## src/rtl/serin_receiver.sv

```systemverilog
// Serial-input receive engine: synchronises SID, frames start/data/stop bits on the
// channel-4 bit-rate strobe, and reports the received byte and status to IRQ/SKSTAT.
module serin_receiver #(
    parameter int DATA_BITS   = 8,
    parameter int SYNC_STAGES = 2
) (
    input  logic                 clk,
    input  logic                 reset,
    input  logic                 enp,
    input  logic                 sid,
    input  logic                 bitTick,
    input  logic                 asyncMode,
    input  logic                 serinRd,
    input  logic                 clrErr,
    output logic                 resyncSerClk,
    output logic [DATA_BITS-1:0] serinData,
    output logic                 serinIrq,
    output logic                 byteReady,
    output logic                 frameErr,
    output logic                 overrun,
    output logic                 sidSync
);

    localparam int CNT_W = (DATA_BITS > 1) ? $clog2(DATA_BITS) : 1;

    localparam logic [1:0] ST_IDLE  = 2'd0;
    localparam logic [1:0] ST_START = 2'd1;
    localparam logic [1:0] ST_DATA  = 2'd2;
    localparam logic [1:0] ST_STOP  = 2'd3;

    localparam logic [CNT_W-1:0] LAST_BIT = CNT_W'(DATA_BITS - 1);
    localparam logic [CNT_W-1:0] CNT_ONE  = CNT_W'(1);
    localparam logic [CNT_W-1:0] CNT_ZERO = CNT_W'(0);

    logic [SYNC_STAGES-1:0] sync_r;
    logic                   sid_prev_r;
    logic [1:0]             state_r;
    logic [CNT_W-1:0]       bit_cnt_r;
    logic [DATA_BITS-1:0]   shift_r;

    logic                   sid_s;
    logic                   fall_s;
    logic                   done_s;
    logic                   fe_set_s;
    logic                   ov_set_s;

    assign sid_s   = sync_r[SYNC_STAGES-1];
    assign sidSync = sid_s;

    // SID synchroniser and previous-value flop; preset high so reset never looks like a start edge
    always_ff @(posedge clk) begin
        if (reset) begin
            sync_r     <= {SYNC_STAGES{1'b1}};
            sid_prev_r <= 1'b1;
        end else if (enp) begin
            sync_r     <= {sync_r[SYNC_STAGES-2:0], sid};
            sid_prev_r <= sid_s;
        end else begin
            sync_r     <= sync_r;
            sid_prev_r <= sid_prev_r;
        end
    end

    // Edge detect and stop-tick status events
    always_comb begin
        fall_s   = sid_prev_r & ~sid_s;
        done_s   = (state_r == ST_STOP) & bitTick;
        fe_set_s = done_s & ~sid_s;
        ov_set_s = done_s & byteReady & ~serinRd;
    end

    // Frame state machine, shift register and single-cycle pulses
    always_ff @(posedge clk) begin
        if (reset) begin
            state_r      <= ST_IDLE;
            bit_cnt_r    <= CNT_ZERO;
            shift_r      <= {DATA_BITS{1'b0}};
            serinData    <= {DATA_BITS{1'b0}};
            serinIrq     <= 1'b0;
            resyncSerClk <= 1'b0;
        end else if (enp) begin
            serinIrq     <= 1'b0;
            resyncSerClk <= 1'b0;
            case (state_r)
                ST_IDLE: begin
                    // Ticks are ignored here, so a tick on the edge cycle never counts as the start sample
                    if (fall_s) begin
                        state_r      <= ST_START;
                        resyncSerClk <= asyncMode;
                    end else begin
                        state_r <= ST_IDLE;
                    end
                end
                ST_START: begin
                    if (bitTick) begin
                        if (sid_s) begin
                            state_r <= ST_IDLE;
                        end else begin
                            state_r   <= ST_DATA;
                            bit_cnt_r <= CNT_ZERO;
                        end
                    end else begin
                        state_r <= ST_START;
                    end
                end
                ST_DATA: begin
                    if (bitTick) begin
                        shift_r   <= {sid_s, shift_r[DATA_BITS-1:1]};
                        bit_cnt_r <= bit_cnt_r + CNT_ONE;
                        if (bit_cnt_r == LAST_BIT) begin
                            state_r <= ST_STOP;
                        end else begin
                            state_r <= ST_DATA;
                        end
                    end else begin
                        state_r <= ST_DATA;
                    end
                end
                ST_STOP: begin
                    if (bitTick) begin
                        serinData <= shift_r;
                        serinIrq  <= 1'b1;
                        state_r   <= ST_IDLE;
                    end else begin
                        state_r <= ST_STOP;
                    end
                end
                default: begin
                    state_r <= ST_IDLE;
                end
            endcase
        end else begin
            state_r <= state_r;
        end
    end

    // Status flags: completion/error set has priority over read/clear strobes
    always_ff @(posedge clk) begin
        if (reset) begin
            byteReady <= 1'b0;
            frameErr  <= 1'b0;
            overrun   <= 1'b0;
        end else if (enp) begin
            if (done_s) begin
                byteReady <= 1'b1;
            end else if (serinRd) begin
                byteReady <= 1'b0;
            end else begin
                byteReady <= byteReady;
            end

            if (fe_set_s) begin
                frameErr <= 1'b1;
            end else if (clrErr) begin
                frameErr <= 1'b0;
            end else begin
                frameErr <= frameErr;
            end

            if (ov_set_s) begin
                overrun <= 1'b1;
            end else if (clrErr) begin
                overrun <= 1'b0;
            end else begin
                overrun <= overrun;
            end
        end else begin
            byteReady <= byteReady;
            frameErr  <= frameErr;
            overrun   <= overrun;
        end
    end

endmodule

```

## config.mk

```make
export PLATFORM = sky130hd
export DESIGN_NAME = serin_receiver
export DESIGN_NICKNAME = d
export VERILOG_FILES = /design/src/rtl/serin_receiver.sv
export SDC_FILE = /design/constraint.sdc
export NUM_CORES = 1
export LEC_CHECK = 0
export ABC_AREA = 0
export BUFFER_PORTS_ARGS = -buffer_cell sky130_fd_sc_hd__buf_4
export CAP_MARGIN = 20
export CORE_MARGIN = 5
export CORE_UTILIZATION = 47
export DETAILED_ROUTE_END_ITERATION = 10
export PLACE_DENSITY = 0.75
export SYNTH_ARGS = -nofsm -noshare
export SYNTH_HDL_FRONTEND = slang
export SYNTH_SLANG_ARGS = --single-unit
```

## constraint.sdc

```tcl
create_clock -name clk -period 1.1 [get_ports clk]
set_input_delay 0.055 -clock clk [delete_from_list [all_inputs] [get_ports clk]]
set_output_delay 0.055 -clock clk [all_outputs]
set_load 0.01 [all_outputs]
```

==> results.ini, run 1 <==
[floorplanning]
die_h_um=59.1
die_w_um=59.1
initial_utilization_pct=50.3
fp.coreArea_um2=2250
num_rows=17
die-area_um2=3490
io_pins=22

[power_and_ir_drop]
power_density_nw_per_um2=1140
p_int_mw=1.36
p_seq_share_pct=59.6
netSwitchingPower_mw=0.426
p_sw_share_pct=23.8
power_frac_clock_pct=33.6
total_power_mw=1.79
share_comb_of_total_power_pct=6.7
ir_drop_mv=0.854
leakage_nw=0.634

[worst_setup_path]
worstSetupPathType=flip-flop to flip-flop
critPathMaxFanout=8
required_ns=1.32
endpoint_kind=flip-flop
worstPathArrival_ns=1.42
start_kind=flip-flop

[clock_network]
htreeDepth=2
path_clk_slew_ns=0.09
clockBufferDepth=2
cts_buffers=5
clkLatencyLatePin_ns=0.33
cts.sinks=29
cts-root-buf=clkbuf_4
tritoncts=yes

[sta]
timing.final.crit_share_pct=110
worst_slack_ns=-0.105
worstMarginPinSlew_ns=0.205
slew_headroom_pct=86.3
hold_viol_final=0
setup_viol=4
skew_ns=0.00486
final-max-slew-violation-count=0
fmax_mhz=830
period_needed_ns=1.20
rsz0062_at_grt=yes
hold_slack_ns=0.0445

[synth]
ys_async_sr_fraction_pct=0
synth_area_leaders=dfxtp_1 (51%), nand2_1 (12%), a21oi_1 (9.3%)
synth_ff_type=dfxtp_1
syn_nets=143
synth_cells=133
synth.most_common_cell=nand2_1
syn_area_per_cell_um2=8.52
synth_top_area_share_pct=51.2
synth_common_cells=nand2_1 (36), dfxtp_1 (29), a21oi_1 (21)
synth-edff-count=0
synth_warnings=0
yosysTopAreaCell=dfxtp_1
synth_area_um2=1130
yosysUniqueCellTypes=26
ys_ff_latch=29
yosysSeqAreaShare_pct=51.2

[placed_design]
portBuffers=21
place_area_um2=1400
gp_congestion=0.783
post-dp-hpwl_um=1720
numPlacedInstances=187

[finish]
stdcell_count=202
fin_area_um2=1570
fin_util_pct=69.7
syn2layout_area_growth_pct=38.6
drive_gt1_share_pct=35.1
num_antenna_cells=0
nets=183

[worst_hold_path]
hp-class=input pin to flip-flop

[route]
ant_nets=0
drt_first_pass_iters=4
routedWlPerCell_um=13.0
wirelength_um=2620
vias_per_cell=5.21
drc=0
vias=1052
drt_iter0_drc=21

[global_routing]
grt_max_degree=21
grtUsageMet3_pct=5.88
grt_use_total_pct=15.5
grt_use_met2_pct=23.7
met1_usage_pct=19.2
antenna_found_initial=0
grt_busiest_layer=met2
grt_first_pass_wirelength_um=4020
grt_pass1_vias=872
grt_overflow=0

[status]
outcome=complete, but fails checks
failed_checks=negative setup slack

[job]
max-cap-violations=0

[path summary, 6_finish.rpt]
kind,startpoint,endpoint,slack [ns],depth (start not counted)
hold / removal,reset,shift_r[5],0.04,2
setup / recovery,state_r[0],bit_cnt_r[2],-0.10,3
setup reg to reg,state_r[0],bit_cnt_r[2],-0.10,3
hold reg to reg,serinData[0],serinData[0],0.46,2
[power groups by stage]
stage / Clock [mW] / Combinational, mW / Sequential, mW
final: 0.601 / 0.120 / 1.07
after global routing: 0.678 / 0.131 / 1.07
after CTS: 0.620 / 0.110 / 1.07
after detailed placement: 0 / 0.101 / 1.09
after global placement: 0 / 0.0979 / 1.09
after floorplan: 0 / 0.0566 / 1.09
[cell usage in the layout (no fill, tap or decap)]
master / Yosys / layout
clkbuf_1: 3 / 1
a21oi_1: 21 / 21
clkinv_2: 0 / 2
o32ai_2: 0 / 1
nand4b_1: 1 / 1
and4b_2: 0 / 1
nand2b_1: 1 / 1
dlygate4sd3_1: 0 / 3
nand3b_1: 1 / 1
buf_6: 0 / 1
a2bb2oi_2: 0 / 1
ha_4: 0 / 2
a32oi_2: 0 / 1
or4b_4: 0 / 1
nand4_1: 2 / 2
nand2_1: 36 / 36
nor2b_1: 3 / 3
nand3_1: 2 / 1
nand3_2: 0 / 1
dfxtp_2: 0 / 3
buf_4: 0 / 38
a32oi_1: 3 / 2
mux2i_1: 1 / 1
nand2_2: 1 / 1
or3b_4: 0 / 1
clkbuf_4: 0 / 5
and4_1: 1 / 1
a211o_1: 3 / 3
a211oi_1: 1 / 1
nor2_1: 7 / 7
nand2b_4: 1 / 1
inv_1: 3 / 3
dfxtp_1: 29 / 25
dfxtp_4: 0 / 1
[repair_timing]
action	4_1_cts	5_1_grt
hold buffers	3	0
hold endpoints to repair	2	0
endpoints found under the setup margin	18	17
setup buffers	1	3
cloned	0	0
resized for setup	3	11
pin swaps	1	4
[through the flow]
step	worst slack (ns)	TNS, ns
after floorplan	-0.0657	-0.185
after global placement	-0.0478	-0.249
after detailed placement	-0.0894	-0.639
after CTS	-0.0815	-0.244
after global routing	-0.145	-1.13
final	-0.105	-0.333
[area by class of cell]
class                           instances  area [um^2]
Fill cell                             181          683
Sequential cell                        29          588
Multi-Input combinational cell         92          559
Timing Repair Buffer                   42          327
Clock buffer                            6         41.3
Tap cell                               28         35.0
Inverter                                3         11.3
Clock inverter                          2         10.0
[critical path: stages (launching register included)]
cell and delay [ns]:
dfxtp_4 0.39, or3b_4 0.41, a32oi_2 0.21, a21oi_1 0.08
[routing by layer]
layer / share of wire [%] / routed length, um / vias to the layer above
met1: 42 / 1110 / 483
met2: 49 / 1280 / 30
met4: 1.9 / 51 / 0
met5: 0 / 0 / -
met3: 6.8 / 178 / 7
li1: - / - / 532
[registers in the layout, summed over array words and instances (netlist names)]
signal and flops:
bit_cnt_r 3, serinData 8, sync_r 2, frameErr 1, sid_prev_r 1, serinIrq 1
overrun 1, byteReady 1, shift_r 8, resyncSerClk 1, state_r 2
[cells by family after synthesis]
family | synth area share [%]
adder cells (fa/ha/maj) | 2.21
multiplexers | 0.883
AO/OA/AOI/OAI | 16.1
AND/OR/NAND/NOR | 24.9
buffers and inverters | 4.64
flip-flops | 51.2
Power figures use the tool's default switching activity.
==> run 2, diff against run 1 <==
--- a/config.mk
+++ b/config.mk
@@ -12,6 +12,7 @@
 export CORE_UTILIZATION = 47
 export DETAILED_ROUTE_END_ITERATION = 10
 export PLACE_DENSITY = 0.75
+export SKIP_LAST_GASP = 1
 export SYNTH_ARGS = -nofsm -noshare
 export SYNTH_HDL_FRONTEND = slang
 export SYNTH_SLANG_ARGS = --single-unit
==> results.ini, run 2 (synthesized netlist as in run 1, its figures left out) <==
[global_routing]
grt_use_total_pct=15.5  ; unchanged
grt_max_degree=21  ; unchanged
antenna_found_initial=0  ; unchanged
grt_pass1_vias=872  ; unchanged
grt_overflow=0  ; unchanged
grt_first_pass_wirelength_um=4020  ; unchanged

[placed_design]
portBuffers=21  ; unchanged
place_area_um2=1400  ; unchanged
gp_congestion=0.783  ; unchanged
post-dp-hpwl_um=1720  ; unchanged
pre_cts_slack_ns=-0.0894  ; unchanged

[sta]
rsz0062_at_grt=yes  ; unchanged
worstMarginPinSlew_ns=0.205  ; about the same
hold_viol_final=0  ; unchanged
skew_ns=0.00573  ; was 0.00486 ns
period_needed_ns=1.20  ; about the same
setup_viol=6  ; was 4
slew_headroom_pct=86.3  ; about the same
final-max-slew-violation-count=0  ; unchanged
timing.final.crit_share_pct=110  ; about the same
worst_slack_ns=-0.105  ; about the same
fmax_mhz=830  ; about the same

[worst_setup_path]
start_kind=flip-flop  ; unchanged
critPathMaxFanout=8  ; unchanged
endpoint_kind=flip-flop  ; unchanged
required_ns=1.32  ; about the same
worstSetupPathType=flip-flop to flip-flop  ; unchanged
worstPathArrival_ns=1.42  ; about the same

[clock_network]
cts_buffers=5  ; unchanged
htreeDepth=2  ; unchanged
cts.sinks=29  ; unchanged
cts-root-buf=clkbuf_4  ; unchanged
tritoncts=yes  ; unchanged
clkLatencyLatePin_ns=0.33  ; about the same
path_clk_slew_ns=0.09  ; about the same
clockBufferDepth=2  ; unchanged

[floorplanning]
die_w_um=59.1  ; unchanged
initial_utilization_pct=50.3  ; unchanged
fp.coreArea_um2=2250  ; unchanged
die_h_um=59.1  ; unchanged
io_pins=22  ; unchanged
num_rows=17  ; unchanged
die-area_um2=3490  ; unchanged

[worst_hold_path]
hp-class=input pin to flip-flop  ; unchanged

[finish]
multi_input_area_um2=553  ; was 559 um^2
num_antenna_cells=0  ; unchanged
n_fill_cell=183  ; was 181
final_common_cell=buf_4  ; unchanged
syn2layout_area_growth_pct=38.1  ; was 38.6%
fin_util_pct=69.4  ; was 69.7%
top_regs=serinData (8), shift_r (8), bit_cnt_r (3)  ; unchanged
final_cell_mix=buf_4 (38), nand2_1 (36), dfxtp_1 (25)  ; unchanged
nets=183  ; unchanged
final-seq-area_um2=588  ; unchanged
drive_gt1_share_pct=34.5  ; was 35.1%
fin_area_um2=1570  ; about the same

[route]
routedWlPerCell_um=13.0  ; about the same
ant_nets=0  ; unchanged
drt_first_pass_iters=4  ; unchanged
vias=1057  ; was 1052
drc=0  ; unchanged
wirelength_um=2640  ; was 2620 um
drt_iter0_drc=22  ; was 21
vias_per_cell=5.23  ; was 5.21

[power_and_ir_drop]
leakage_nw=0.633  ; was 0.634 nW
power_density_nw_per_um2=1140  ; about the same
total_power_mw=1.79  ; about the same
ir_drop_mv=0.854  ; about the same

[status]
outcome=complete, but fails checks  ; unchanged
failed_checks=negative setup slack  ; unchanged

[job]
max-cap-violations=0  ; unchanged

[run 2: worst paths after layout]
kind                      from      endpoint  slack (ns)  cells after the start
hold reg to reg   serinData[3]  serinData[3]        0.46                      2
setup / recovery    state_r[0]  bit_cnt_r[2]       -0.10                      3
setup reg to reg    state_r[0]  bit_cnt_r[2]       -0.10                      3
hold / removal           reset    shift_r[5]        0.04                      2
[run 2: report_power, final]
group | total [mW] | switching (mW) | internal [mW] | leakage [nW]
registers | 1.07 | 0.00844 | 1.06 | 0.237
clock network | 0.604 | 0.362 | 0.243 | 0.0320
logic | 0.118 | 0.0582 | 0.0602 | 0.364
total | 1.79 | 0.428 | 1.36 | 0.633
[run 2: critical path, stage by stage, from the launching register on]
cell and delay (ns):
dfxtp_4 0.39, or3b_4 0.41, a32oi_2 0.21, a21oi_1 0.08
[run 2: layout make-up]
type	instances	share of cell area [%]
Multi-Input combinational cell	92	35.3
Sequential cell	29	37.6
Tap cell	28	2.24
Clock inverter	2	0.639
Clock buffer	6	2.64
Inverter	3	0.719
Timing Repair Buffer	42	20.9
[run 2: repair_timing]
item	in CTS	in global routing
endpoints found under the hold margin	2	0
hold buffers	3	0
setup endpoints to repair	18	17
pin swaps	1	4
setup buffers	1	3
gates resized for setup	3	10
[run 2: per-layer routing]
layer	GRT usage, %	vias up	wire (um)
met5	0	-	0
met3	5.88	7	175
met2	23.7	31	1270
met1	19.2	487	1140
met4	6.80	0	51
li1	-	532	-
[run 2: metrics by stage]
stage	hold slack, ns	instances	TNS, ns
global route	0.0288	202	-1.13
detailed placement	0.280	187	-0.639
finish	0.0429	202	-0.344
global placement	0.263	187	-0.249
floorplan	0.177	133	-0.185
CTS	0.0244	199	-0.244
==> run 3, diff against run 2 <==
--- a/config.mk
+++ b/config.mk
@@ -6,13 +6,14 @@
 export NUM_CORES = 1
 export LEC_CHECK = 0
 export ABC_AREA = 0
-export BUFFER_PORTS_ARGS = -buffer_cell sky130_fd_sc_hd__buf_4
 export CAP_MARGIN = 20
 export CORE_MARGIN = 5
-export CORE_UTILIZATION = 47
+export CORE_UTILIZATION = 52
 export DETAILED_ROUTE_END_ITERATION = 10
-export PLACE_DENSITY = 0.75
+export DONT_BUFFER_PORTS = 1
+export PLACE_DENSITY = 0.73
 export SKIP_LAST_GASP = 1
 export SYNTH_ARGS = -nofsm -noshare
 export SYNTH_HDL_FRONTEND = slang
 export SYNTH_SLANG_ARGS = --single-unit
+export TNS_END_PERCENT = 10
==> results.ini, run 3 (synthesized netlist as in run 1, its figures left out) <==
[status]
outcome=complete, but fails checks  ; unchanged
failed_checks=negative hold slack, negative setup slack  ; was negative setup slack

[placed_design]
post-dp-hpwl_um=1580  ; was 1720 um
gp_congestion=0.823  ; was 0.783
numPlacedInstances=164  ; was 187
portBuffers=0  ; was 21

[clock_network]
cts_buffers=5  ; unchanged
cts.sinks=29  ; unchanged
tritoncts=yes  ; unchanged
path_clk_slew_ns=0.09  ; about the same
htreeDepth=2  ; unchanged
cts-root-buf=clkbuf_4  ; unchanged
clkLatencyLatePin_ns=0.32  ; was 0.33 ns
clockBufferDepth=2  ; unchanged

[sta]
skew_ns=0.00826  ; was 0.00573 ns
worstMarginPinSlew_ns=0.218  ; was 0.205 ns
hold_viol_final=29  ; was 0
slew_headroom_pct=85.4  ; was 86.3%
period_needed_ns=1.20  ; about the same
setup_viol=5  ; was 6
rsz0062_at_grt=yes  ; unchanged
final-max-slew-violation-count=0  ; unchanged
tns_ns=-0.333  ; was -0.344 ns
worst_slack_ns=-0.0982  ; was -0.105 ns
timing.final.crit_share_pct=109  ; was 110%
hold_slack_ns=-0.217  ; was 0.0429 ns
fmax_mhz=835  ; was 830 MHz

[finish]
final_cell_mix=nand2_1 (36), dfxtp_1 (25), a21oi_1 (20)  ; was buf_4 (38), nand2_1 (36), dfxtp_1 (25)
fin_util_pct=63.1  ; was 69.4%
top_regs=serinData (8), shift_r (8), bit_cnt_r (3)  ; unchanged
n_fill_cell=184  ; was 183
multi_input_area_um2=551  ; was 553 um^2
syn2layout_area_growth_pct=19.5  ; was 38.1%
stdcell_count=173  ; was 202
final-seq-area_um2=591  ; was 588 um^2
drive_gt1_share_pct=23.4  ; was 34.5%
num_antenna_cells=0  ; unchanged
final_common_cell=nand2_1  ; was buf_4
nets=155  ; was 183

[worst_setup_path]
worstPathArrival_ns=1.47  ; was 1.42 ns
worstSetupPathType=flip-flop to flip-flop  ; unchanged
critPathMaxFanout=2  ; was 8
required_ns=1.37  ; was 1.32 ns
start_kind=flip-flop  ; unchanged
endpoint_kind=flip-flop  ; unchanged
r2r_setup_slack_ns=-0.1  ; was -0.10 ns

[route]
drt_first_pass_iters=4  ; unchanged
wirelength_um=2360  ; was 2640 um
ant_nets=0  ; unchanged
vias_per_cell=5.57  ; was 5.23
drt_iter0_drc=27  ; was 22
drc=0  ; unchanged
routedWlPerCell_um=13.7  ; was 13.0 um
vias=963  ; was 1057

[power_and_ir_drop]
p_sw_share_pct=21.0  ; was 23.9%
leakage_nw=0.490  ; was 0.633 nW
power_density_nw_per_um2=1290  ; was 1140 nW/um^2
share_comb_of_total_power_pct=2.9  ; was 6.6%
ir_drop_mv=0.798  ; was 0.854 mV
power_frac_clock_pct=36.6  ; was 33.8%
netSwitchingPower_mw=0.369  ; was 0.428 mW
p_seq_share_pct=60.6  ; was 59.6%
p_int_mw=1.38  ; was 1.36 mW

[global_routing]
grt_busiest_layer=met2  ; unchanged
grt_pass1_vias=896  ; was 872
grtUsageMet3_pct=8.28  ; was 5.88%
grt_use_total_pct=16.3  ; was 15.5%
grt_first_pass_wirelength_um=4010  ; was 4020 um
grt_use_met2_pct=25.9  ; was 23.7%
met1_usage_pct=17.1  ; was 19.2%
grt_max_degree=32  ; was 21
grt_overflow=0  ; unchanged
antenna_found_initial=0  ; unchanged

[floorplanning]
die-area_um2=3210  ; was 3490 um^2
io_pins=22  ; unchanged
die_w_um=56.7  ; was 59.1 um
fp.coreArea_um2=2150  ; was 2250 um^2
num_rows=17  ; unchanged
initial_utilization_pct=52.8  ; was 50.3%
die_h_um=56.7  ; was 59.1 um

[job]
max-cap-violations=0  ; unchanged

[worst_hold_path]
hp-class=input pin to flip-flop  ; unchanged

-- run 3: per-layer routing --
metal	wire length (um)	part of all wire [%]	vias up
met5	0	0	-
met4	92	3.9	0
met3	172	7.3	11
met2	1120	47	32
met1	981	42	442
li1	-	-	478
-- run 3: worst paths after layout --
check                             startpoint      endpoint  cells after the start
worst max-delay path            bit_cnt_r[0]    state_r[0]                      4
worst min-delay path                   reset  bit_cnt_r[1]                      1
worst max register to register  bit_cnt_r[0]    state_r[0]                      4
worst min register to register    shift_r[0]    shift_r[0]                      2
-- run 3: what timing repair did --
action / 4_1_cts / 5_1_grt
endpoints found under the setup margin: 21 / 21
pin swaps: 3 / 5
resized for setup: 11 / 5
hold endpoints to repair: 29 / 29
buffers inserted: 2 / 0
-- run 3: critical path, cell delays in order (launching register included) --
cell and delay [ns]:
dfxtp_2 0.36, ha_4 0.14, ha_4 0.11, or4b_4 0.45, nand3_2 0.08
-- run 3: per-stage QoR --
stage / total power [mW] / hold WS, ns / cell area, um^2 / worst slack [ns]
after detailed placement: 1.14 / 0.130 / 1220 / -0.138
after global placement: 1.13 / 0.127 / 1220 / -0.0562
after CTS: 1.77 / -0.226 / 1340 / -0.0862
after global routing: 1.83 / -0.240 / 1360 / -0.145
after floorplan: 1.15 / 0.177 / 1150 / -0.0657
final: 1.75 / -0.217 / 1360 / -0.0982
-- run 3: area by class of cell --
class | count | share of cell area [%]
multi-input cells | 92 | 40.6
inverters | 3 | 0.831
clock buffers | 7 | 4.06
well taps | 28 | 2.59
flip-flops and latches | 29 | 43.6
repair buffers | 14 | 8.31
-- run 3: power groups by stage --
stage	logic, mW	clock network, mW	registers, mW
after floorplan	0.0565	0	1.09
after global placement	0.0430	0	1.09
after detailed placement	0.0436	0	1.09
after CTS	0.0485	0.660	1.06
after global routing	0.0550	0.715	1.06
final	0.0505	0.641	1.06
